--- src/rtl/led_pwm_pkg.sv ---
// rtl/led_pwm_pkg.sv - shared constants, level type and gamma helper for the LED fader
package led_pwm_pkg;

  localparam int LVL_W    = 8;
  localparam int LVL_MAX  = 255;
  localparam int NUM_LEDS = 4;

  typedef logic [LVL_W-1:0] level_t;

  // Rounded square law: 0->0, 128->64, 255->255.
  function automatic level_t gamma_map(input level_t lvl);
    logic [15:0] sq;
    sq = 16'(lvl) * 16'(lvl) + 16'd255;
    return sq[15:8];
  endfunction

endpackage

--- src/rtl/led_pwm_channel.sv ---
// rtl/led_pwm_channel.sv - one fading PWM channel: level register, step, duty map, compare
// Optional gamma duty map enabled by LED_PWM_GAMMA_EN.
module led_pwm_channel
  import led_pwm_pkg::*;
(
  input  logic   clk,
  input  logic   rst,
  input  logic   tick_i,
  input  logic   target_on_i,
  input  level_t pwm_cnt_i,
  output logic   off_target_o,
  output logic   led_o
);

  level_t level_q, level_d;
  level_t duty;
  logic   led_q, led_d;

  always_comb begin
    level_d = level_q;
    if (tick_i) begin
      if (target_on_i && (level_q != level_t'(LVL_MAX))) begin
        level_d = level_q + 1'b1;
      end else if (!target_on_i && (level_q != '0)) begin
        level_d = level_q - 1'b1;
      end
    end
  end

`ifdef LED_PWM_GAMMA_EN
  assign duty = gamma_map(level_q);
`else
  assign duty = level_q;
`endif

  // Full scale is forced on; a plain compare would leave one dark cycle per period.
  assign led_d        = (duty == level_t'(LVL_MAX)) || (pwm_cnt_i < duty);
  assign off_target_o = target_on_i ? (level_q != level_t'(LVL_MAX)) : (level_q != '0);
  assign led_o        = led_q;

  always_ff @(posedge clk) begin
    if (rst) begin
      level_q <= '0;
      led_q   <= 1'b0;
    end else begin
      level_q <= level_d;
      led_q   <= led_d;
    end
  end

endmodule

--- src/rtl/led_pwm_fader.sv ---
// rtl/led_pwm_fader.sv - four-channel LED fader with shared prescaler and PWM counter
// Gamma-corrected duty is selected with LED_PWM_GAMMA_EN.
module led_pwm_fader
  import led_pwm_pkg::*;
#(
  parameter int FADE_DIV = 4096,
  parameter int PWM_BITS = 8
) (
  input  logic                clk,
  input  logic                rst,
  input  logic [NUM_LEDS-1:0] pat,
  output logic [NUM_LEDS-1:0] led,
  output logic                busy
);

  localparam int                PRE_W    = (FADE_DIV > 1) ? $clog2(FADE_DIV) : 1;
  localparam logic [PRE_W-1:0] PRE_LAST = PRE_W'(FADE_DIV - 1);

  logic [NUM_LEDS-1:0] pat_q;
  logic [PRE_W-1:0]    pre_q, pre_d;
  logic [PWM_BITS-1:0] pwm_cnt_q, pwm_cnt_d;
  logic                busy_q, busy_d;
  logic                tick;
  logic [NUM_LEDS-1:0] off_target;

  assign tick      = (pre_q == PRE_LAST);
  assign pre_d     = tick ? '0 : pre_q + 1'b1;
  assign pwm_cnt_d = pwm_cnt_q + 1'b1;
  assign busy_d    = |off_target;
  assign busy      = busy_q;

  always_ff @(posedge clk) begin
    if (rst) begin
      pat_q     <= '0;
      pre_q     <= '0;
      pwm_cnt_q <= '0;
      busy_q    <= 1'b0;
    end else begin
      pat_q     <= pat;
      pre_q     <= pre_d;
      pwm_cnt_q <= pwm_cnt_d;
      busy_q    <= busy_d;
    end
  end

  // Channels step on pat_q, so a pat edge coinciding with a tick still moves toward the old target.
  for (genvar i = 0; i < NUM_LEDS; i++) begin : g_ch
    led_pwm_channel u_ch (
      .clk          (clk),
      .rst          (rst),
      .tick_i       (tick),
      .target_on_i  (pat_q[i]),
      .pwm_cnt_i    (pwm_cnt_q),
      .off_target_o (off_target[i]),
      .led_o        (led[i])
    );
  end

endmodule
--- config.mk ---
export PLATFORM = sky130hd
export DESIGN_NAME = led_pwm_fader
export DESIGN_NICKNAME = d
export VERILOG_FILES = /design/src/rtl/led_pwm_pkg.sv /design/src/rtl/led_pwm_channel.sv /design/src/rtl/led_pwm_fader.sv
export SDC_FILE = /design/constraint.sdc
export NUM_CORES = 1
export LEC_CHECK = 0
export BUFFER_PORTS_ARGS = -buffer_cell sky130_fd_sc_hd__clkbuf_2
export CORE_UTILIZATION = 55
export CTS_BUF_LIST = sky130_fd_sc_hd__clkbuf_4
export CTS_CLUSTER_DIAMETER = 60
export DETAILED_ROUTE_END_ITERATION = 10
export PLACE_DENSITY = 0.74
export SYNTH_ARGS = -nofsm -noshare
export SYNTH_HDL_FRONTEND = slang
export SYNTH_SLANG_ARGS = --single-unit
--- constraint.sdc ---
create_clock -name clk -period 2.45 [get_ports clk]
set_input_delay 0.245 -clock clk [delete_from_list [all_inputs] [get_ports clk]]
set_output_delay 0.245 -clock clk [all_outputs]
set_load 0.01 [all_outputs]
# Word level (Yosys, flattened, before mapping)
# Cells that the tools add are included.
op_classes:
  n_reduce_logical: 30
  n_lt_le_gt_ge: 4
  addsub: 10
  mux: 12
  n_eq_ne: 9
ops:
  columns: ["cell", "count"]
  rows:
  - ["8-bit two-way mux", 8]
  - ["8-bit by 1-bit adder with 8-bit output, second input constant", 5]
  - ["8-bit equality test, second input constant", 4]
  - ["8-bit less-than comparator", 4]
  - ["8-bit inequality test, second input constant", 4]
  - ["8-bit nonzero test", 4]
  - ["8-bit by 1-bit subtractor with 8-bit output, second input constant", 4]
  - ["12-bit by 1-bit adder with 12-bit output, second input constant", 1]
  - ["12-bit equality test, second input constant", 1]
  - ["1-bit logical AND", 8]
  - ["2-bit AND reduction", 4]
  - ["2-bit nonzero test", 4]
  - ["1-bit logical NOT", 4]
  - ["1-bit logical OR", 4]
  - ["1-bit two-way mux", 4]
  - ["4-bit OR reduction", 1]
  - ["2-bit OR reduction", 1]
totals:
  wordCells: 77
  register_bits: 61
  output_inout_bits: 5
  input_bits: 6

# Logic depth before layout (Yosys ltp)
# Gate-level depths: netlist of the first run.
depth:
  word_depth: 4
  mapped_depth: 9
  mapped_depth_nobuf: 9

# Cells and area by module
# A second synthesis of the first run with hierarchy kept.
unflattened:
  hier_cells: 487
  hier_area_um2: 4279.1
by_module_without_submodules:
  columns: ["mod", "area_each_um2", "n_inst", "cells_each"]
  rows:
  - ["led_pwm_channel (g_ch[0].u_ch ...)", 820.8, 3, 95]
  - ["led_pwm_fader", 993.5, 1, 106]
  - ["led_pwm_channel (g_ch[1].u_ch)", 823.3, 1, 96]

# Worst setup path before layout of the first run
# Ideal clock, no wire load.
synth_timing:
  path_type: "register to register"
  startpoint: "register g_ch[0].u_ch.level_q[4]"
  endpoint: "register g_ch[0].u_ch.level_q[7]"
  t_required_ps: 2329
  stages_incl_launch_ff: 10
  n_path_buf: 0
  setup_time_ps: 121
  path_slack_ps: -188
  arrival_time_ps: 2517
  path_cell_list: "dfxtp_1 > nand4_1 > or4_4 > nand2_1 > ha_1 > a211oi_1 > o21ai_0 > a31oi_1 > mux2i_1 > mux2_2"
synth_via:
  elab_chain_cells: 4
  word_cells_on_any_way: 10
  classes_between: "2 x add/sub; 1 x eq/ne; 2 x mux; 5 x reduce/logical"
synth_lines:
  columns: ["item", "line_no", "rtl"]
  rows:
  - ["start, declared", "led_pwm_channel.sv:15", "level_t level_q, level_d;"]
  - ["start signal, assigned", "led_pwm_channel.sv:46", "level_q <= level_d;"]
  - ["branches (longest 4 deep; another with 8-bit by 1-bit subtractor with 8-bit output)", null, null]
# Parallel ways; which one is timed is not known. The select of a mux whose other input is x is not followed.
# A chain may end at the register's enable or synchronous reset.

# Worst setup path in the final report of the first run
layout_timing:
  startpoint: "register g_ch[0].u_ch.level_q[5]"
  endpoint: "register g_ch[0].u_ch.level_q[7]"
# Same word-level chain as after synthesis.

==> results of run 1 <==
-- flip-flops by register name, indices dropped and copies added, names as in the netlist --
register         flops
busy                 1
g_ch.u_ch.duty      32
g_ch.u_ch.led_o      4
pat_q                4
pre_q               12
pwm_cnt_q            8
-- through the flow --
step	cell area (um^2)	power (mW)	utilization, %	setup slack [ns]	setup TNS (ns)
CTS	5361	2.089	72.37	-0.08502	-0.3485
detailed placement	4936	1.251	66.63	-0.1066	-0.3485
floorplan	4390	1.196	-	0.006067	0
global route	5599	2.179	75.58	-0.1708	-0.7232
finish	5599	2.108	75.58	-0.08868	-0.1741
global placement	4936	1.242	66.63	-0.07479	-0.1821
-- where the power goes --
| part | switching [mW] | total, mW | internal, mW |
|---|---|---|---|
| clock network | 0.412 | 0.829 | 0.417 |
| logic | 0.124 | 0.247 | 0.123 |
| registers | 0.0253 | 1.03 | 1.01 |
| total | 0.561 | 2.11 | 1.55 |
-- layout make-up --
type	instances	area [um^2]	area share [%]
multi-input combinational	374	3259	58.21
sequential	61	1255	22.41
timing repair buffer	85	644.4	11.51
inverter	40	150.1	2.682
tap	99	123.9	2.212
clock inverter	7	98.84	1.765
clock buffer	9	67.56	1.207
-- synthesized netlist by cell type (all sizes together), types with 4 or more instances --
cell,number
or4,4
or3b,4
ha,54
o2111ai,4
clkbuf,6
o211a,4
o211ai,5
nand2b,6
nand2,16
nand4,9
a211oi,12
a21o,24
nor3,4
xnor2,20
a21oi,25
nor2b,5
dfxtp,61
nor2,63
o31ai,4
mux2,4
mux2i,28
buf,10
xor2,16
fa,4
o21ai,13
and3,4
nand3,19
a31oi,5
inv,40
nor4,9
-- critical path, cell delays in order (launching register included) --
cell and delay (ns):
dfxtp_2 0.37, inv_2 0.04, or4_4 0.57, nand2_8 0.13
ha_2 0.31, a21oi_2 0.16, o21ai_2 0.08, a31oi_2 0.19
mux2i_1 0.25, mux2_2 0.35
-- worst paths after layout --
check / startpoint / to / cells after the start
setup / recovery: g_ch[0].u_ch.duty[5] / g_ch[0].u_ch.duty[7] / 9
hold / removal: pat[1] / pat_q[1] / 2
setup reg to reg: g_ch[0].u_ch.duty[5] / g_ch[0].u_ch.duty[7] / 9
hold reg to reg: pre_q[0] / pre_q[0] / 1
-- timing repair --
| item | in CTS | in global routing |
|---|---|---|
| setup buffers | 5 | 7 |
| pin swaps | 16 | 27 |
| endpoints found under the setup margin | 7 | 8 |
| resized for setup | 31 | 39 |
-- kinds of logic (layout without fill, tap and decap cells) --
logic type / after synthesis / after routing / share of synthesized area [%]
simple gates: 149 / 149 / 17.92
xor+xnor: 36 / 36 / 7.306
mux: 32 / 32 / 7.538
fa+ha+maj: 58 / 58 / 17.51
flops: 61 / 61 / 28.30
compound gates: 99 / 99 / 15.31
buf+inv: 56 / 141 / 6.117
-- layer usage --
metal | up-vias | global-route usage (%) | routed length (um)
met3 | 24 | 5.471 | 424
met4 | 0 | 8.199 | 184
met5 | - | 0 | 0
li1 | 1907 | - | -
met1 | 1838 | 28.78 | 4516
met2 | 93 | 45.71 | 5326
==> summary.md, run 1 <==
| Metric | Value |
|---|---|
| Maximum VDD drop | 0.0004627 V |
| Vias per inst | 5.721 |
| Final cycle utilization of the critical path | 103.6% |
| Die height | 90.58 um |
| Post-synthesis sequential element count | 61 |
| Worst Hold Slack | 0.03035 ns |
| I/O Buffers | 10 |
| Synth area leader | dfxtp_1 |
| Final setup fails | 3 |
| CP startpoint kind | register |
| Syn-to-layout area delta | 29.75% |
| Post-synth net total | 555 |
| Initial cell density of the core | around three fifths |
| Cell Rows | 31 |
| Number of synthesized flops with an enable pin | 0 |
| Synth top area cells | dfxtp_1 28%, ha_1 16%, mux2i_1 6.5% |
| CORE AREA | 0.007408 mm^2 |
| WL/cell | 15.48 um |
| Die ar. | 0.008205 mm^2 |
| Post-route ant nets | 0 |
| Crit Path Max Fanout | 6 |
| Critical Path RT | 2.76 ns |
| DR pass1 iterations | 5 |
| Seq/Total Area, Yosys | 28.30% |
| Area share of the largest cell type after synthesis | 28.30% |
| Slew margin rel. | 67.19% |
| Commonest non-fill, non-tap cell in the layout | buf_4 |
| Yosys cell types | 40 |
| Worst-Margin Slew | 0.4876 ns |
| Fmax | 393.9 MHz |
| Reg clk slew, reported paths | about 0.13 ns |
| Total track usage | about 25% |
| RSZ-0062 raised after global routing | true |
| Num CTS Buffers | 9 |
| Die W | 90.58 um |
| Pwr Density | 376.4 mW/mm^2 |
| Root Buffer | clkbuf_4 |
| Status | complete, but fails checks |
| Largest net degree at the start of global routing | 26 |
| Slew Limit Fails | 0 |
| Placer congestion estimate | 0.8381 |
| Clk_lat worst skew | between 0.4 and 0.5 ns |
| Net count, final | 635 |
| R2r setup slk | -0.09 ns |
| P_leak | 2.365 nW |
| Min Tclk post-route | 2.539 ns |
| Bufs on Longest Clock Path | 2 |
| Htree depth | 3 |
| Vias post-DR | 3862 |
| Ys async rst share | 0% |
| Initial antenna violation count | 0 |
| Mapped Cells | about 500 |
| HP Class | input port to register |
| Hold buffers post-CTS | 0 |
| DR iter-0 viols | 163 |
| Clk_skew | 0.01812 ns |
| IO Pins | 11 |
| Critical path type | register to register |
| Cell Area, Synth | 0.004315 mm^2 |
| Clock Sinks | 61 |
| Routed wire length | ~10000 um |
| Grt total ovfl | 0 |
| Arrival @ worst endpoint | 2.85 ns |
| Inst Count DP | 647 |
| Post-route DRC | 0 |
| Dominant synthesized flop cell | dfxtp_1 |
| FILL cells | 507 |
| Most frequent cells in the layout | 69 x buf_4, 63 x nor2_1, 42 x dfxtp_1 |
| Failing checks | negative setup slack |
| TritonCTS clock tree | yes |
| Fin cells | 675 |
| Mean Syn Cell Area | 8.789 um^2 |
| First-pass GRT wire length | between 15000 and 20000 um |
| Syn. warnings | 0 |
| CP Capture Type | register |
| Number of max-cap violations | 0 |
| Vias in the first global route | 3856 |
| HPWL after detailed placement | around 7100 um |
| Final setup margin | -0.08868 ns |
| # diodes | 0 |
| Final Hold Viols | 0 |
| Share of cells above drive strength 1 | around a third |
(Power assumes the default switching activity.)
==> run 2: changes to the inputs <==
Settings changed: MAX_ROUTING_LAYER set to met4.
==> run 2 against run 1 <==
The run still ends with negative setup slack left. Setup slack about the same. Largest cell class unchanged. Clock power barely moved. Combinational power about the same. Total power about the same. Final area stayed put. Critical endpoint unchanged.
==> summary.md, run 2 (synthesized netlist as in run 1, its figures left out) <==
| Metric | Value |
|---|---|
| Vias per inst | 5.711 (was 5.721) |
| Root Buffer | clkbuf_4 (unchanged) |
| Worst-Margin Slew | 0.4881 ns (was 0.4876 ns) |
| Grt total ovfl | 0 (unchanged) |
| CP peak stage delay | 0.57 ns (about the same) |
| # diodes | 0 (unchanged) |
| Critical path type | register to register (unchanged) |
| CP top delay family | simple AND/OR/NAND/NOR gates (unchanged) |
| Critical Path RT | 2.76 ns (about the same) |
| Maximum VDD drop | 0.0004628 V (was 0.0004627 V) |
| Final setup margin | -0.08874 ns (was -0.08868 ns) |
| First-pass GRT wire length | 16860 um (unchanged) |
| R2R Path End | g_ch[0].u_ch.duty[7] (unchanged) |
| Max reg flops | 32 (unchanged) |
| Die ar. | 0.008205 mm^2 (unchanged) |
| WP depth | 9 (unchanged) |
| Status | complete, but fails checks (unchanged) |
| Worst Hold Slack | 0.03104 ns (was 0.03035 ns) |
| Clock Sinks | 61 (unchanged) |
| Slew Limit Fails | 0 (unchanged) |
| Cell Rows | 31 (unchanged) |
| Vias post-DR | 3855 (was 3862) |
| WL/cell | 15.52 um (was 15.48 um) |
| Post-route DRC | 0 (unchanged) |
| Routed wire length | 10480 um (was 10450 um) |
| Setup_tns | -0.1700 ns (was -0.1741 ns) |
| FF-to-FF Start | g_ch[0].u_ch.duty[5] (unchanged) |
| P_leak | 2.365 nW (unchanged) |
| CP startpoint kind | register (unchanged) |
| Initial antenna violation count | 0 (unchanged) |
| Inst Count DP | 647 (unchanged) |
| Hold buffers post-CTS | 0 (unchanged) |
| Most frequent cells in the layout | 69 x buf_4, 63 x nor2_1, 42 x dfxtp_1 (unchanged) |
| Failing checks | negative setup slack (unchanged) |
| Post-route ant nets | 0 (unchanged) |
| Launch point of the worst path | g_ch[0].u_ch.duty[5] (unchanged) |
| Die W | 90.58 um (unchanged) |
| CP Capture Type | register (unchanged) |
| Placer congestion estimate | 0.8511 (was 0.8381) |
| Slew margin rel. | 67.16% (was 67.19%) |
| Clk_skew | 0.01727 ns (was 0.01812 ns) |
| Htree depth | 3 (unchanged) |
| Clk_lat worst skew | 0.42 ns (about the same) |
| Share of cells above drive strength 1 | 33.33% (unchanged) |
| HP Class | input port to register (unchanged) |
| Min Tclk post-route | 2.539 ns (about the same) |
| Fmax | 393.9 MHz (about the same) |
| Net count, final | 635 (unchanged) |
| WP buf/inv | 1 (unchanged) |
| Final setup fails | 3 (unchanged) |
| Vias in the first global route | 3858 (was 3856) |
| Fin cells | 675 (unchanged) |
| Final cycle utilization of the critical path | 103.6% (about the same) |
| Worst path slowest cell | or4_4 (unchanged) |
| Num CTS Buffers | 9 (unchanged) |
| Bufs on Longest Clock Path | 2 (unchanged) |
| Crit Path Max Fanout | 6 (unchanged) |
| Initial cell density of the core | 58.25% (unchanged) |
| IO Pins | 11 (unchanged) |
| HPWL after detailed placement | 7104 um (unchanged) |
| Pwr Density | 376.4 mW/mm^2 (about the same) |
| Die height | 90.58 um (unchanged) |
| Crit path to | g_ch[0].u_ch.duty[7] (unchanged) |
| Largest net degree at the start of global routing | 26 (unchanged) |
| Reg clk slew, reported paths | 0.12 ns (was 0.13 ns) |
| RSZ-0062 raised after global routing | true (unchanged) |
| Commonest non-fill, non-tap cell in the layout | buf_4 (unchanged) |
| Worst path cell trace | inv_2, or4_4, nand2_8, ha_2, a21oi_2, o21ai_2, a31oi_2, mux2i_1, mux2_2 (unchanged) |
| DR iter-0 viols | 168 (was 163) |
| DR pass1 iterations | 4 (was 5) |
| Worst r2r path cells | 9 (unchanged) |
| Final Hold Viols | 0 (unchanged) |
| Number of max-cap violations | 0 (unchanged) |
| TritonCTS clock tree | yes (unchanged) |
| Total track usage | 25.80% (was 25.08%) |
| Arrival @ worst endpoint | 2.85 ns (about the same) |
| R2r setup slk | -0.09 ns (about the same) |
| CORE AREA | 0.007408 mm^2 (unchanged) |
| Syn-to-layout area delta | 29.75% (unchanged) |
| I/O Buffers | 10 (unchanged) |
run 2: metrics by stage:
step	area, um^2	worst slack, ns	power (mW)	utilization [%]
final	5599	-0.08874	2.107	75.58
after global routing	5599	-0.1708	2.179	75.58
after CTS	5361	-0.08502	2.089	72.37
after detailed placement	4936	-0.1066	1.251	66.63
after global placement	4936	-0.07479	1.242	66.63
after floorplan	4390	0.006067	1.196	-
run 2: timing repair:
item / in CTS / in global routing
buffers inserted: 5 / 7
pin swaps: 16 / 27
gates resized for setup: 31 / 39
cloned: 0 / 0
setup endpoints to repair: 7 / 8
run 2: worst min-delay path by stage:
stage             start        to  slack [ns]  depth (start not counted)
6_report         pat[1]  pat_q[1]        0.03                          2
5_1_grt          pat[1]  pat_q[1]        0.02                          2
4_1_cts          pat[3]  pat_q[3]        0.02                          2
3_5_place_dp     pat[3]  pat_q[3]        0.46                          2
3_3_place_gp   pre_q[0]  pre_q[0]        0.45                          1
2_1_floorplan    pat[0]  pat_q[0]        0.37                          1
run 2: cell type report:
type	count	area, um^2
Tap cell	99	123.9
Clock inverter	7	98.84
Sequential cell	61	1255
Fill cell	507	1809
Timing Repair Buffer	85	644.4
Clock buffer	9	67.56
Multi-Input combinational cell	374	3259
Inverter	40	150.1
run 2: layer usage:
| layer | vias up | track usage (%) | part of all wire [%] |
|---|---|---|---|
| li1 | 1910 | - | - |
| met1 | 1837 | 28.78 | 43 |
| met2 | 91 | 45.71 | 51 |
| met3 | 17 | 5.471 | 4.5 |
| met4 | 0 | 8.199 | 1.3 |
| met5 | - | - | 0 |
run 2: power by group:
part	leakage, nW	total (mW)	switching (mW)	internal (mW)
Clock	0.0827	0.828	0.411	0.417
Sequential	0.505	1.03	0.0254	1.01
Combinational	1.78	0.247	0.124	0.123
Total	2.37	2.11	0.561	1.55
==> run 3: changes to the inputs <==
Settings changed: SKIP_CTS_REPAIR_TIMING set to 1, SYNTH_HIERARCHICAL set to 1.
==> run 3 against run 2 <==
The flow now finishes without violations. Sequential cell count unchanged. Sequential share of layout area up 2.1 points. Die area is 0.83% lower. Synthesized cell count is 0.81% lower. Total power decreased by 7.1%. Count of clock-buffer cells in the layout up 1. Sequential power about the same. Non-clock buffer count down 39. Highest routed layer unchanged.
==> summary.md, run 3 <==
| Metric | Value |
|---|---|
| Num CTS Buffers | 9 (unchanged) |
| Mapped Cells | 487 (was 491) |
| Arrival @ worst endpoint | 2.67 ns (was 2.85 ns) |
| P_leak | 2.262 nW (was 2.365 nW) |
| Worst-Margin Slew | 0.5514 ns (was 0.4881 ns) |
| DR iter-0 viols | 192 (was 168) |
| I/O Buffers | 10 (unchanged) |
| Bufs on Longest Clock Path | 2 (unchanged) |
| Number of max-cap violations | 0 (unchanged) |
| Number of synthesized flops with an enable pin | 0 (unchanged) |
| Vias per inst | 5.743 (was 5.711) |
| Fmax | 422.3 MHz (was 393.9 MHz) |
| Final setup fails | 0 (was 3) |
| Compound-gate portion of the synthesized area | 21.17% (was 15.31%) |
| Final cycle utilization of the critical path | 96.66% (was 103.6%) |
| Vias post-DR | 3681 (was 3855) |
| Die ar. | 0.008137 mm^2 (was 0.008205 mm^2) |
| Int Pwr | 1.436 mW (was 1.546 mW) |
| Crit Path Max Fanout | 7 (was 6) |
| Ys async rst share | 0% (unchanged) |
| Final Hold Viols | 0 (unchanged) |
| Synth top cells by count | 61 x dfxtp_1, 55 x nor2_1, 54 x ha_1 (was 63 x nor2_1, 61 x dfxtp_1, 54 x ha_1) |
| Post-route DRC | 0 (unchanged) |
| Die W | 90.21 um (was 90.58 um) |
| Mean Syn Cell Area | 8.787 um^2 (was 8.789 um^2) |
| Htree depth | 3 (unchanged) |
| Critical path type | register to register (unchanged) |
| Seq/Total Area, Yosys | 28.54% (was 28.30%) |
| Largest family of logic cells by synthesized area | compound AO/OA/AOI/OAI gates (was simple AND/OR/NAND/NOR gates) |
| R2r setup slk | 0.08 ns (was -0.09 ns) |
| Net count, final | 601 (was 635) |
| Post-Synth Simple-Gate Area | 17.16% (was 17.92%) |
| Grt total ovfl | 0 (unchanged) |
| Reg clk slew, reported paths | 0.10 ns (was 0.12 ns) |
| Cell Rows | 31 (unchanged) |
| Most common cell in the netlist | dfxtp_1 (was nor2_1) |
| WL/cell | 15.15 um (was 15.52 um) |
| Flop pwr share | 52.8% (was 49.0%) |
| Slew margin rel. | 63.11% (was 67.16%) |
| Pwr Total | 1.957 mW (was 2.107 mW) |
| Crit path to | g_ch[0].u_ch/duty[7] (was g_ch[0].u_ch.duty[7]) |
| HP Class | input port to register (unchanged) |
| Post-route ant nets | 0 (unchanged) |
| Clk_lat worst skew | 0.41 ns (was 0.42 ns) |
| Adder-cell share of the synthesized area | 17.66% (was 17.51%) |
| Clk pwr share | 35.6% (was 39.3%) |
| Routed length on met3 | 352 um (was 468 um) |
| Syn-to-layout area delta | 17.37% (was 29.75%) |
| Worst r2r path cells | 9 (unchanged) |
| Initial cell density of the core | 58.06% (was 58.25%) |
| FILL cells | 588 (was 507) |
| Maximum VDD drop | 0.0002890 V (was 0.0004628 V) |
| Top layer in use | met4 (unchanged) |
| Min Tclk post-route | 2.368 ns (was 2.539 ns) |
| CP Capture Type | register (unchanged) |
| Total track usage | 24.85% (was 25.80%) |
| IO Pins | 11 (unchanged) |
| DR pass1 iterations | 4 (unchanged) |
| Initial antenna violation count | 0 (unchanged) |
| Status | completed (was complete, but fails checks) |
| HPWL after detailed placement | 6939 um (was 7104 um) |
| # diodes | 0 (unchanged) |
| Die height | 90.21 um (was 90.58 um) |
| Critical Path RT | 2.76 ns (about the same) |
| Area after DPL | 0.004695 mm^2 (was 0.004936 mm^2) |
| Launch point of the worst path | g_ch[0].u_ch/duty[5] (was g_ch[0].u_ch.duty[5]) |
| Root Buffer | clkbuf_4 (unchanged) |
| Slew Limit Fails | 0 (unchanged) |
| Pwr Density | 389.7 mW/mm^2 (was 376.4 mW/mm^2) |
| Syn. warnings | 6 (was 0) |
| Post-synthesis sequential element count | 61 (unchanged) |
| Vias in the first global route | 3592 (was 3858) |
| TritonCTS clock tree | yes (unchanged) |
| Synth top area cells | dfxtp_1 29%, ha_1 16%, mux2i_1 5.6% (was dfxtp_1 28%, ha_1 16%, mux2i_1 6.5%) |
| Yosys cell types | 41 (was 40) |
| R2R Path End | g_ch[0].u_ch/duty[7] (was g_ch[0].u_ch.duty[7]) |
| CP startpoint kind | register (unchanged) |
| Sw Share | 26.64% (was 26.61%) |
| Most frequent cells in the layout | 55 x nor2_1, 55 x dfxtp_1, 45 x ha_1 (was 69 x buf_4, 63 x nor2_1, 42 x dfxtp_1) |
| Largest net degree at the start of global routing | 57 (was 26) |
| Clk_skew | 0.007509 ns (was 0.01727 ns) |
| Max reg flops | 32 (unchanged) |
| Dominant synthesized flop cell | dfxtp_1 (unchanged) |
| DR WL met2 | 4874 um (was 5368 um) |
| First-pass GRT wire length | 16050 um (was 16860 um) |
| Area share of the largest cell type after synthesis | 28.54% (was 28.30%) |
| Clock Sinks | 61 (unchanged) |
| Comb pwr share | 11.6% (was 11.7%) |
| Total net switching power | 521.4 uW (was 560.8 uW) |
| Post-synth net total | 551 (was 555) |
| Cell Area, Synth | 0.004279 mm^2 (was 0.004315 mm^2) |
| CORE AREA | 0.007370 mm^2 (was 0.007408 mm^2) |
| FF-to-FF Start | g_ch[0].u_ch/duty[5] (was g_ch[0].u_ch.duty[5]) |
| Post-synthesis mux area share | 6.667% (was 7.538%) |
| Design area | 0.005022 mm^2 (was 0.005599 mm^2) |
| Share of cells above drive strength 1 | 21.77% (was 33.33%) |
| Routed wire length | 9712 um (was 10480 um) |
| Placer congestion estimate | 0.8795 (was 0.8511) |
| Post-synthesis xor/xnor area fraction | 4.503% (was 7.306%) |
| Synth area leader | dfxtp_1 (unchanged) |
| DRT met1 WL | 4363 um (was 4506 um) |
-- run 3: worst min-delay path by stage --
stage                  start       end  slack (ns)  cells after the start
floorplan             pat[0]  pat_q[0]        0.37                      1
global placement    pre_q[0]  pre_q[0]        0.43                      1
detailed placement  pre_q[0]  pre_q[0]        0.44                      1
CTS                   pat[0]  pat_q[0]        0.02                      2
global route          pat[3]  pat_q[3]        0.03                      2
finish                pat[0]  pat_q[0]        0.03                      2
-- run 3: layer usage --
layer / GRT usage (%) / vias to the layer above
met4: 5.914 / 0
met3: 6.007 / 10
met1: 28.77 / 1734
met5: - / -
li1: - / 1880
met2: 43.26 / 57
-- run 3: cell families after synthesis --
logic type,Yosys count
adder cells (fa/ha/maj),58
AO/OA/AOI/OAI,125
AND/OR/NAND/NOR,146
multiplexers,28
flip-flops,61
buffers and inverters,47
XOR/XNOR,22
-- run 3: critical path: stages (launching register included) --
cell      delay [ns]
dfxtp_1         0.33
and4_4          0.20
a21boi_2        0.18
inv_2           0.14
ha_1            0.37
o211ai_1        0.11
o21ai_1         0.24
a31oi_1         0.16
mux2i_1         0.18
mux2_2          0.35
-- run 3: final cells by class --
cell class / instances / area [um^2] / area share [%]
clock buffer: 10 / 75.07 / 1.495
sequential: 61 / 1231 / 24.51
tap: 99 / 123.9 / 2.466
clock inverter: 6 / 63.81 / 1.271
multi-input combinational: 379 / 3043 / 60.59
timing repair buffer: 46 / 332.8 / 6.627
inverter: 40 / 152.6 / 3.039
-- run 3: through the flow --
| stage | TNS [ns] | cells | hold slack [ns] | setup WS, ns | utilization [%] |
|---|---|---|---|---|---|
| floorplan | 0 | 487 | 0.3732 | 0.03299 | - |
| global placement | 0 | 622 | 0.4269 | 0.1285 | 63.70 |
| detailed placement | 0 | 622 | 0.4392 | 0.05867 | 63.70 |
| CTS | 0 | 638 | 0.02217 | 0.04002 | 65.59 |
| global route | -0.04706 | 641 | 0.02569 | -0.04706 | 68.15 |
| finish | 0 | 641 | 0.03467 | 0.08177 | 68.15 |
-- run 3: power groups by stage --
stage	registers (mW)	logic [mW]	clock network, mW
2_1_floorplan	1.06	0.150	0
3_3_place_gp	1.06	0.197	0
3_5_place_dp	1.06	0.205	0
4_1_cts	1.04	0.207	0.714
5_1_grt	1.04	0.253	0.755
6_report	1.03	0.227	0.696
